[src/rtl/alu_exec_ctrl_pkg.sv]
// Shared types and constants for the ALU decode/execute stage.
// Control codes keep the legacy 3-bit values for the original ALU ops.
package alu_exec_pkg;

  typedef enum logic [3:0] {
    ALU_ADD  = 4'b0000,
    ALU_SUB  = 4'b0001,
    ALU_AND  = 4'b0010,
    ALU_OR   = 4'b0011,
    ALU_XOR  = 4'b0100,
    ALU_SLT  = 4'b0101,
    ALU_SRA  = 4'b0110,
    ALU_SRL  = 4'b0111,
    ALU_SLL  = 4'b1000,
    ALU_SLTU = 4'b1001,
    ALU_MD   = 4'b1111
  } alu_ctrl_t;

  localparam logic [1:0] ALUOP_ADD   = 2'b00;
  localparam logic [1:0] ALUOP_SUB   = 2'b01;
  localparam logic [1:0] ALUOP_FUNCT = 2'b10;
  localparam logic [1:0] ALUOP_RSVD  = 2'b11;

  localparam logic [2:0] F3_MUL    = 3'b000;
  localparam logic [2:0] F3_MULH   = 3'b001;
  localparam logic [2:0] F3_MULHSU = 3'b010;
  localparam logic [2:0] F3_MULHU  = 3'b011;
  localparam logic [2:0] F3_DIV    = 3'b100;
  localparam logic [2:0] F3_DIVU   = 3'b101;
  localparam logic [2:0] F3_REM    = 3'b110;
  localparam logic [2:0] F3_REMU   = 3'b111;

  typedef enum logic [1:0] {
    IDLE = 2'b00,
    RUN  = 2'b01,
    DONE = 2'b10
  } state_t;

  // Which operands of an M op are interpreted as two's complement.
  function automatic logic md_a_signed(input logic [2:0] f3);
    return (f3 == F3_MULH) || (f3 == F3_MULHSU) || (f3 == F3_DIV) || (f3 == F3_REM);
  endfunction

  function automatic logic md_b_signed(input logic [2:0] f3);
    return (f3 == F3_MULH) || (f3 == F3_DIV) || (f3 == F3_REM);
  endfunction

endpackage

[src/rtl/alu_exec_ctrl_md_iter.sv]
// Iterative multiply (shift/add) and restoring divide on operand magnitudes.
// Runs XLEN steps after start; result is valid combinationally while last is high.
module md_iter
  import alu_exec_pkg::*;
#(
  parameter int XLEN = 32
) (
  input  logic            clk,
  input  logic            reset,
  input  logic            start,
  input  logic [2:0]      op,
  input  logic [XLEN-1:0] a,
  input  logic [XLEN-1:0] b,
  output logic [XLEN-1:0] result,
  output logic            last
);

  localparam int CW = $clog2(XLEN) + 1;

  logic [CW-1:0]     cnt;
  logic              active;
  logic [2:0]        op_q;
  logic [XLEN-1:0]   hi, lo, bop;
  logic              neg, neg_r, bzero;

  logic              sa, sb;
  logic [XLEN-1:0]   mag_a, mag_b;
  logic [XLEN:0]     sum, shifted, diff;
  logic [XLEN-1:0]   hi_n, lo_n;
  logic [2*XLEN-1:0] prod, prod_s;
  logic [XLEN-1:0]   quo, rem;

  always_comb begin
    sa    = md_a_signed(op) & a[XLEN-1];
    sb    = md_b_signed(op) & b[XLEN-1];
    mag_a = sa ? -a : a;
    mag_b = sb ? -b : b;
  end

  // One iteration of either engine; hi/lo double as product or remainder/quotient.
  always_comb begin
    sum     = {1'b0, hi} + (lo[0] ? {1'b0, bop} : {(XLEN+1){1'b0}});
    shifted = {hi, lo[XLEN-1]};
    diff    = shifted - {1'b0, bop};
    if (op_q[2]) begin
      hi_n = diff[XLEN] ? shifted[XLEN-1:0] : diff[XLEN-1:0];
      lo_n = {lo[XLEN-2:0], ~diff[XLEN]};
    end else begin
      hi_n = sum[XLEN:1];
      lo_n = {sum[0], lo[XLEN-1:1]};
    end
  end

  // Sign fix-up applied to the output of the final iteration.
  always_comb begin
    prod   = {hi_n, lo_n};
    prod_s = neg ? -prod : prod;
    quo    = bzero ? {XLEN{1'b1}} : (neg ? -lo_n : lo_n);
    rem    = neg_r ? -hi_n : hi_n;
    case (op_q)
      F3_MUL:                       result = prod_s[XLEN-1:0];
      F3_MULH, F3_MULHSU, F3_MULHU: result = prod_s[2*XLEN-1:XLEN];
      F3_DIV, F3_DIVU:              result = quo;
      default:                      result = rem;
    endcase
  end

  assign last = active && (cnt == CW'(XLEN - 1));

  always_ff @(posedge clk) begin
    if (reset) begin
      active <= 1'b0;
      cnt    <= '0;
      op_q   <= '0;
      hi     <= '0;
      lo     <= '0;
      bop    <= '0;
      neg    <= 1'b0;
      neg_r  <= 1'b0;
      bzero  <= 1'b0;
    end else if (start) begin
      active <= 1'b1;
      cnt    <= '0;
      op_q   <= op;
      hi     <= '0;
      lo     <= op[2] ? mag_a : mag_b;
      bop    <= op[2] ? mag_b : mag_a;
      neg    <= sa ^ sb;
      neg_r  <= sa;
      bzero  <= (b == '0);
    end else if (active) begin
      hi  <= hi_n;
      lo  <= lo_n;
      cnt <= cnt + CW'(1);
      if (last) active <= 1'b0;
    end
  end

endmodule

[src/rtl/alu_exec_ctrl.sv]
// Registered ALU decode/execute stage: single-cycle ALU ops plus iterative RV M ops.
// ready_o stalls the pipeline for the XLEN cycles an M op occupies the engine.
module alu_exec_ctrl
  import alu_exec_pkg::*;
#(
  parameter int XLEN = 32
) (
  input  logic            clk,
  input  logic            reset,
  input  logic            valid_i,
  output logic            ready_o,
  input  logic [1:0]      ALUOp,
  input  logic [2:0]      funct3,
  input  logic            funct7_5,
  input  logic            funct7_0,
  input  logic            opcode_5,
  input  logic [XLEN-1:0] a_i,
  input  logic [XLEN-1:0] b_i,
  output logic [3:0]      alu_ctrl_o,
  output logic [XLEN-1:0] result_o,
  output logic            zero_o,
  output logic            valid_o,
  output logic            busy_o
);

  localparam int SHW = $clog2(XLEN);

  function automatic alu_ctrl_t decode_ctrl(input logic [1:0] aluop, input logic [2:0] f3,
                                            input logic f75, input logic f70, input logic op5);
    alu_ctrl_t c;
    c = ALU_ADD;
    case (aluop)
      ALUOP_SUB: c = ALU_SUB;
      ALUOP_FUNCT: begin
        if (op5 & f70) begin
          c = ALU_MD;
        end else begin
          case (f3)
            3'b000:  c = (op5 & f75) ? ALU_SUB : ALU_ADD;
            3'b001:  c = ALU_SLL;
            3'b010:  c = ALU_SLT;
            3'b011:  c = ALU_SLTU;
            3'b100:  c = ALU_XOR;
            3'b101:  c = f75 ? ALU_SRA : ALU_SRL;
            3'b110:  c = ALU_OR;
            default: c = ALU_AND;
          endcase
        end
      end
      default: c = ALU_ADD;
    endcase
    return c;
  endfunction

  function automatic logic [XLEN-1:0] alu_exec(input alu_ctrl_t c, input logic [XLEN-1:0] a,
                                               input logic [XLEN-1:0] b);
    logic [SHW-1:0] sh;
    logic [XLEN-1:0] r;
    sh = b[SHW-1:0];
    case (c)
      ALU_SUB:  r = a - b;
      ALU_AND:  r = a & b;
      ALU_OR:   r = a | b;
      ALU_XOR:  r = a ^ b;
      ALU_SLT:  r = {{(XLEN-1){1'b0}}, ($signed(a) < $signed(b))};
      ALU_SLTU: r = {{(XLEN-1){1'b0}}, (a < b)};
      ALU_SRA:  r = $signed(a) >>> sh;
      ALU_SRL:  r = a >> sh;
      ALU_SLL:  r = a << sh;
      default:  r = a + b;
    endcase
    return r;
  endfunction

  state_t          state, state_d;
  alu_ctrl_t       ctrl;
  logic            accept, is_md, md_last;
  logic [XLEN-1:0] alu_res, md_res;

  assign ctrl       = decode_ctrl(ALUOp, funct3, funct7_5, funct7_0, opcode_5);
  assign alu_ctrl_o = ctrl;
  assign is_md      = (ctrl == ALU_MD);
  assign alu_res    = alu_exec(ctrl, a_i, b_i);

  assign ready_o = (state != RUN);
  assign valid_o = (state == DONE);
  assign busy_o  = (state == RUN);
  assign accept  = valid_i && ready_o;

  md_iter #(.XLEN(XLEN)) u_md_iter (
    .clk    (clk),
    .reset  (reset),
    .start  (accept && is_md),
    .op     (funct3),
    .a      (a_i),
    .b      (b_i),
    .result (md_res),
    .last   (md_last)
  );

  always_comb begin
    state_d = state;
    case (state)
      RUN: begin
        if (md_last) state_d = DONE;
      end
      default: begin
        if (accept) state_d = is_md ? RUN : DONE;
        else        state_d = IDLE;
      end
    endcase
  end

  always_ff @(posedge clk) begin
    if (reset) begin
      state    <= IDLE;
      result_o <= '0;
      zero_o   <= 1'b1;
    end else begin
      state <= state_d;
      if (accept && !is_md) begin
        result_o <= alu_res;
        zero_o   <= (alu_res == '0);
      end else if ((state == RUN) && md_last) begin
        result_o <= md_res;
        zero_o   <= (md_res == '0);
      end
    end
  end

endmodule

[config.mk]
export PLATFORM = sky130hd
export DESIGN_NAME = alu_exec_ctrl
export DESIGN_NICKNAME = d
export VERILOG_FILES = /design/src/rtl/alu_exec_ctrl_pkg.sv /design/src/rtl/alu_exec_ctrl_md_iter.sv /design/src/rtl/alu_exec_ctrl.sv
export SDC_FILE = /design/constraint.sdc
export NUM_CORES = 1
export LEC_CHECK = 0
export ABC_AREA = 1
export BUFFER_PORTS_ARGS = -buffer_cell sky130_fd_sc_hd__buf_2
export CORE_UTILIZATION = 40
export DETAILED_ROUTE_END_ITERATION = 12
export PLACE_DENSITY_LB_ADDON = 0.08
export SYNTH_ARGS = -nofsm -noshare
export SYNTH_HDL_FRONTEND = slang
export SYNTH_SLANG_ARGS = --single-unit
[constraint.sdc]
create_clock -name clk -period 5.9 [get_ports clk]
set_clock_uncertainty 0.05 [all_clocks]
set_input_delay 0.59 -clock clk [delete_from_list [all_inputs] [get_ports clk]]
set_output_delay 0.59 -clock clk [all_outputs]
set_load 0.02 [all_outputs]
==> flow_metrics.env <==
export IMPL_finalInstanceArea_sq_mm=0.0280
export IMPL_rows=92
export IMPL_yosysTopAreaCell="nand2_1"
export IMPL_cts_made_buffers=17
export IMPL_post_route_util=0.441
export IMPL_finalSetupTns_ns=0
export IMPL_status="completed"
export IMPL_clk_path_buf_depth=2
export IMPL_wl_per_cell_microns=25.3
export IMPL_syn_area_sq_mm=0.0259
export IMPL_core_area_sq_mm=0.0635
export IMPL_grt_antenna_before_repair=3
export IMPL_syn_inst=4753
export IMPL_crit_path_end_kind="flop"
export IMPL_postCtsSetupBuffers=0
export IMPL_remaining_drc_errors=0
export IMPL_grt_max_degree=69
export IMPL_gp_congestion=1.10
export IMPL_grt_use_total=0.423
export IMPL_fill_cells=7351
export IMPL_postSynthAreaPerCell_sq_um=5.45
export IMPL_grt_overflow=0
export IMPL_vias_per_cell=5.87
export IMPL_rsz0062_at_grt="no"
export IMPL_ir_drop_mv=0.194
export IMPL_drtIter0Drc=4036
export IMPL_clkTransAtPathRegs_ns=0.07
export IMPL_slew_violations=0
export IMPL_synth_distinct_cells=70
export IMPL_stdcell_count=5645
export IMPL_dp_cells=5609
export IMPL_cts_sinks=144
export IMPL_chipWidth_microns=257
export IMPL_die_area_sq_mm=0.0658
export IMPL_seq_area_sq_mm=0.00289
export IMPL_crit_required_ns=6.22
export IMPL_cts_tree="done"
export IMPL_leakagePower_nw=14.6
export IMPL_area_growth_pct=8.07
export IMPL_r2r_slack_ns=0.68
export IMPL_routed_wl_microns=143000
export IMPL_drtPass1Iterations=7
export IMPL_slew_headroom=0.236
export IMPL_ios=115
export IMPL_yosys_most_used_dff="dfxtp_1"
export IMPL_portBuffers=114
export IMPL_worstSetupStartpoint="u_md_iter.lo[31]$_SDFFE_PP0P_"
export IMPL_synth_edf_count=0
export IMPL_grt_pass1_vias=30600
export IMPL_arrival_ns=5.55
export IMPL_multi_input_area_sq_mm=0.0197
export IMPL_tightest_slew_ns=1.13
export IMPL_grt_pass1_wl_microns=206000
export IMPL_cts_resized=0
export IMPL_cts_hold_buf=0
export IMPL_min_period_ns=5.22
export IMPL_die_h_microns=257
export IMPL_cpMostUsedCell="nand2_1"
export IMPL_antenna_left=0
export IMPL_cp_max_fo=13
export IMPL_netlist_area_leader_share=0.189
export IMPL_syn_num_nets=5000
export IMPL_fmax_ghz=0.191
export IMPL_slowest_delay_ns=0.42
export IMPL_setup_violations_final=0
export IMPL_ys_ff_latch=144
export IMPL_clock_latency_ns=0.49
export IMPL_floorplan_initialDensity=0.408
export IMPL_reg2reg_depth=42
export IMPL_htree_levels=4
export IMPL_place_hpwl_microns=117000
export IMPL_cp_slowest_cell="fa_1"
export IMPL_worstReg2RegStart="u_md_iter.lo[31]$_SDFFE_PP0P_"
export IMPL_worstSetupPathType="flop to flop"
export IMPL_worst_slack_ns=0.678
export IMPL_drive_above_1_share=0.0832
export IMPL_r2r_end="zero_o$_SDFFE_PP1P_"
export IMPL_fin_crit_sh=0.885
export IMPL_powerDensity_mw_per_mm2=167
export IMPL_post_dp_cell_area_sq_mm=0.0274
export IMPL_mostFrequentLayoutCells="nand2_1 (1,308), inv_1 (658), nor2_1 (433)"
export IMPL_critPathLaunchType="flop"
export IMPL_via_count=33200
export IMPL_cap_violations=0
export IMPL_synthArstFlopShare=0
export IMPL_seq_area_frac_synth=0.111
export IMPL_finalHoldViolations=0
export IMPL_yosysWarnings=0
export IMPL_nets=5029
export IMPL_cts_root_buffer="clkbuf_16"
export IMPL_min_delay_path_class="flop to flop"
export IMPL_preCtsSetupSlack_ns=0.762
export IMPL_mostFrequentLayoutCell="nand2_1"
export IMPL_cp_endpoint="zero_o$_SDFFE_PP1P_"
export IMPL_ys_top_cells_by_area="nand2_1 (19%), dfxtp_1 (11%), inv_1 (9.6%)"
==> cell type report <==
cell class                 instances  share of cell area
antenna                            4            0.000357
clock buffer                      18              0.0157
clock inverter                    14             0.00518
inverter                         680              0.0911
multi-input combinational       3732               0.702
sequential                       144               0.103
tap                              846              0.0378
timing repair buffer             207              0.0453
==> flip-flops by register name, indices dropped and copies added (netlist names) <==
register / cells
u_md_iter.neg_r: 1
result_o: 32
u_md_iter.op_q: 3
state: 2
u_md_iter.hi: 32
u_md_iter.bop: 32
zero_o: 1
u_md_iter.bzero: 1
u_md_iter.active: 1
u_md_iter.neg: 1
u_md_iter.cnt: 6
u_md_iter.lo: 32
==> synthesized netlist by cell type (8+ instances only) <==
library cell / count
nor2_4: 12
nand3_2: 17
or2_2: 18
a211oi_1: 8
a22oi_1: 9
clkbuf_1: 146
buf_2: 16
xnor2_1: 17
a31oi_1: 41
xor2_1: 105
nor3_1: 52
a21o_1: 14
a221oi_1: 25
o211ai_1: 54
nor2_2: 18
nand2_4: 10
o22ai_1: 32
inv_1: 661
nand4_1: 42
nand3b_1: 21
o31ai_1: 9
a21oi_1: 344
nand2_2: 47
o21a_1: 19
nor2_1: 436
nand3_1: 339
buf_1: 25
dfxtp_1: 144
inv_2: 13
o21ai_1: 8
nand2_1: 1308
ha_1: 168
o21bai_1: 20
o221ai_1: 25
nor4_1: 11
o21ai_0: 430
==> metrics by stage <==
step / power (W) / hold slack [ns]
final: 0.00467 / 0.419
after CTS: 0.00459 / 0.421
after global placement: 0.00347 / 0.400
after global routing: 0.00489 / 0.446
after detailed placement: 0.00345 / 0.411
after floorplan: 0.00266 / 0.379
==> layer usage <==
metal,part of all wire,up-vias,track usage
met3,0.093,385,0.0742
li1,-,15600,-
met5,0,-,0
met2,0.42,1807,0.637
met4,0.090,0,0.330
met1,0.40,15300,0.531
==> critical path: cells and delay by family (launching register included) <==
kind	cells	cell delay, ns
simple gates	33	3.49
fa+ha+maj	3	0.79
buf+inv	6	0.47
flops	1	0.30
==> power by group <==
part	switching, W	internal [W]	leakage (nW)	total, W
Sequential	0.0000308	0.00101	1.17	0.00104
Combinational	0.00181	0.000682	13.2	0.00249
Clock	0.000537	0.000605	0.284	0.00114
==> cell families (layout without fill, tap and decap cells) <==
kind of cell | Yosys count | in the layout | synth area share
flops | 144 | 144 | 0.111
simple gates | 2352 | 2352 | 0.391
fa+ha+maj | 172 | 172 | 0.0842
mux | 5 | 5 | 0.00193
xor+xnor | 123 | 123 | 0.0418
other cells | 0 | 4 | 0
compound gates | 1080 | 1080 | 0.239
buf+inv | 877 | 919 | 0.131
==> how the worst min path moves through the flow <==
stage,start,to,slack (ns),depth (start not counted)
after floorplan,u_md_iter.op_q[0]$_SDFFE_PP0P_,u_md_iter.op_q[0]$_SDFFE_PP0P_,0.38,2
after global placement,u_md_iter.op_q[0]$_SDFFE_PP0P_,u_md_iter.op_q[0]$_SDFFE_PP0P_,0.40,2
after detailed placement,result_o[1]$_SDFFE_PP0P_,result_o[1]$_SDFFE_PP0P_,0.41,2
after CTS,result_o[1]$_SDFFE_PP0P_,result_o[1]$_SDFFE_PP0P_,0.42,2
after global routing,result_o[2]$_SDFFE_PP0P_,result_o[2]$_SDFFE_PP0P_,0.45,2
final,result_o[1]$_SDFFE_PP0P_,result_o[1]$_SDFFE_PP0P_,0.42,2
Power figures use the tool's default switching activity.
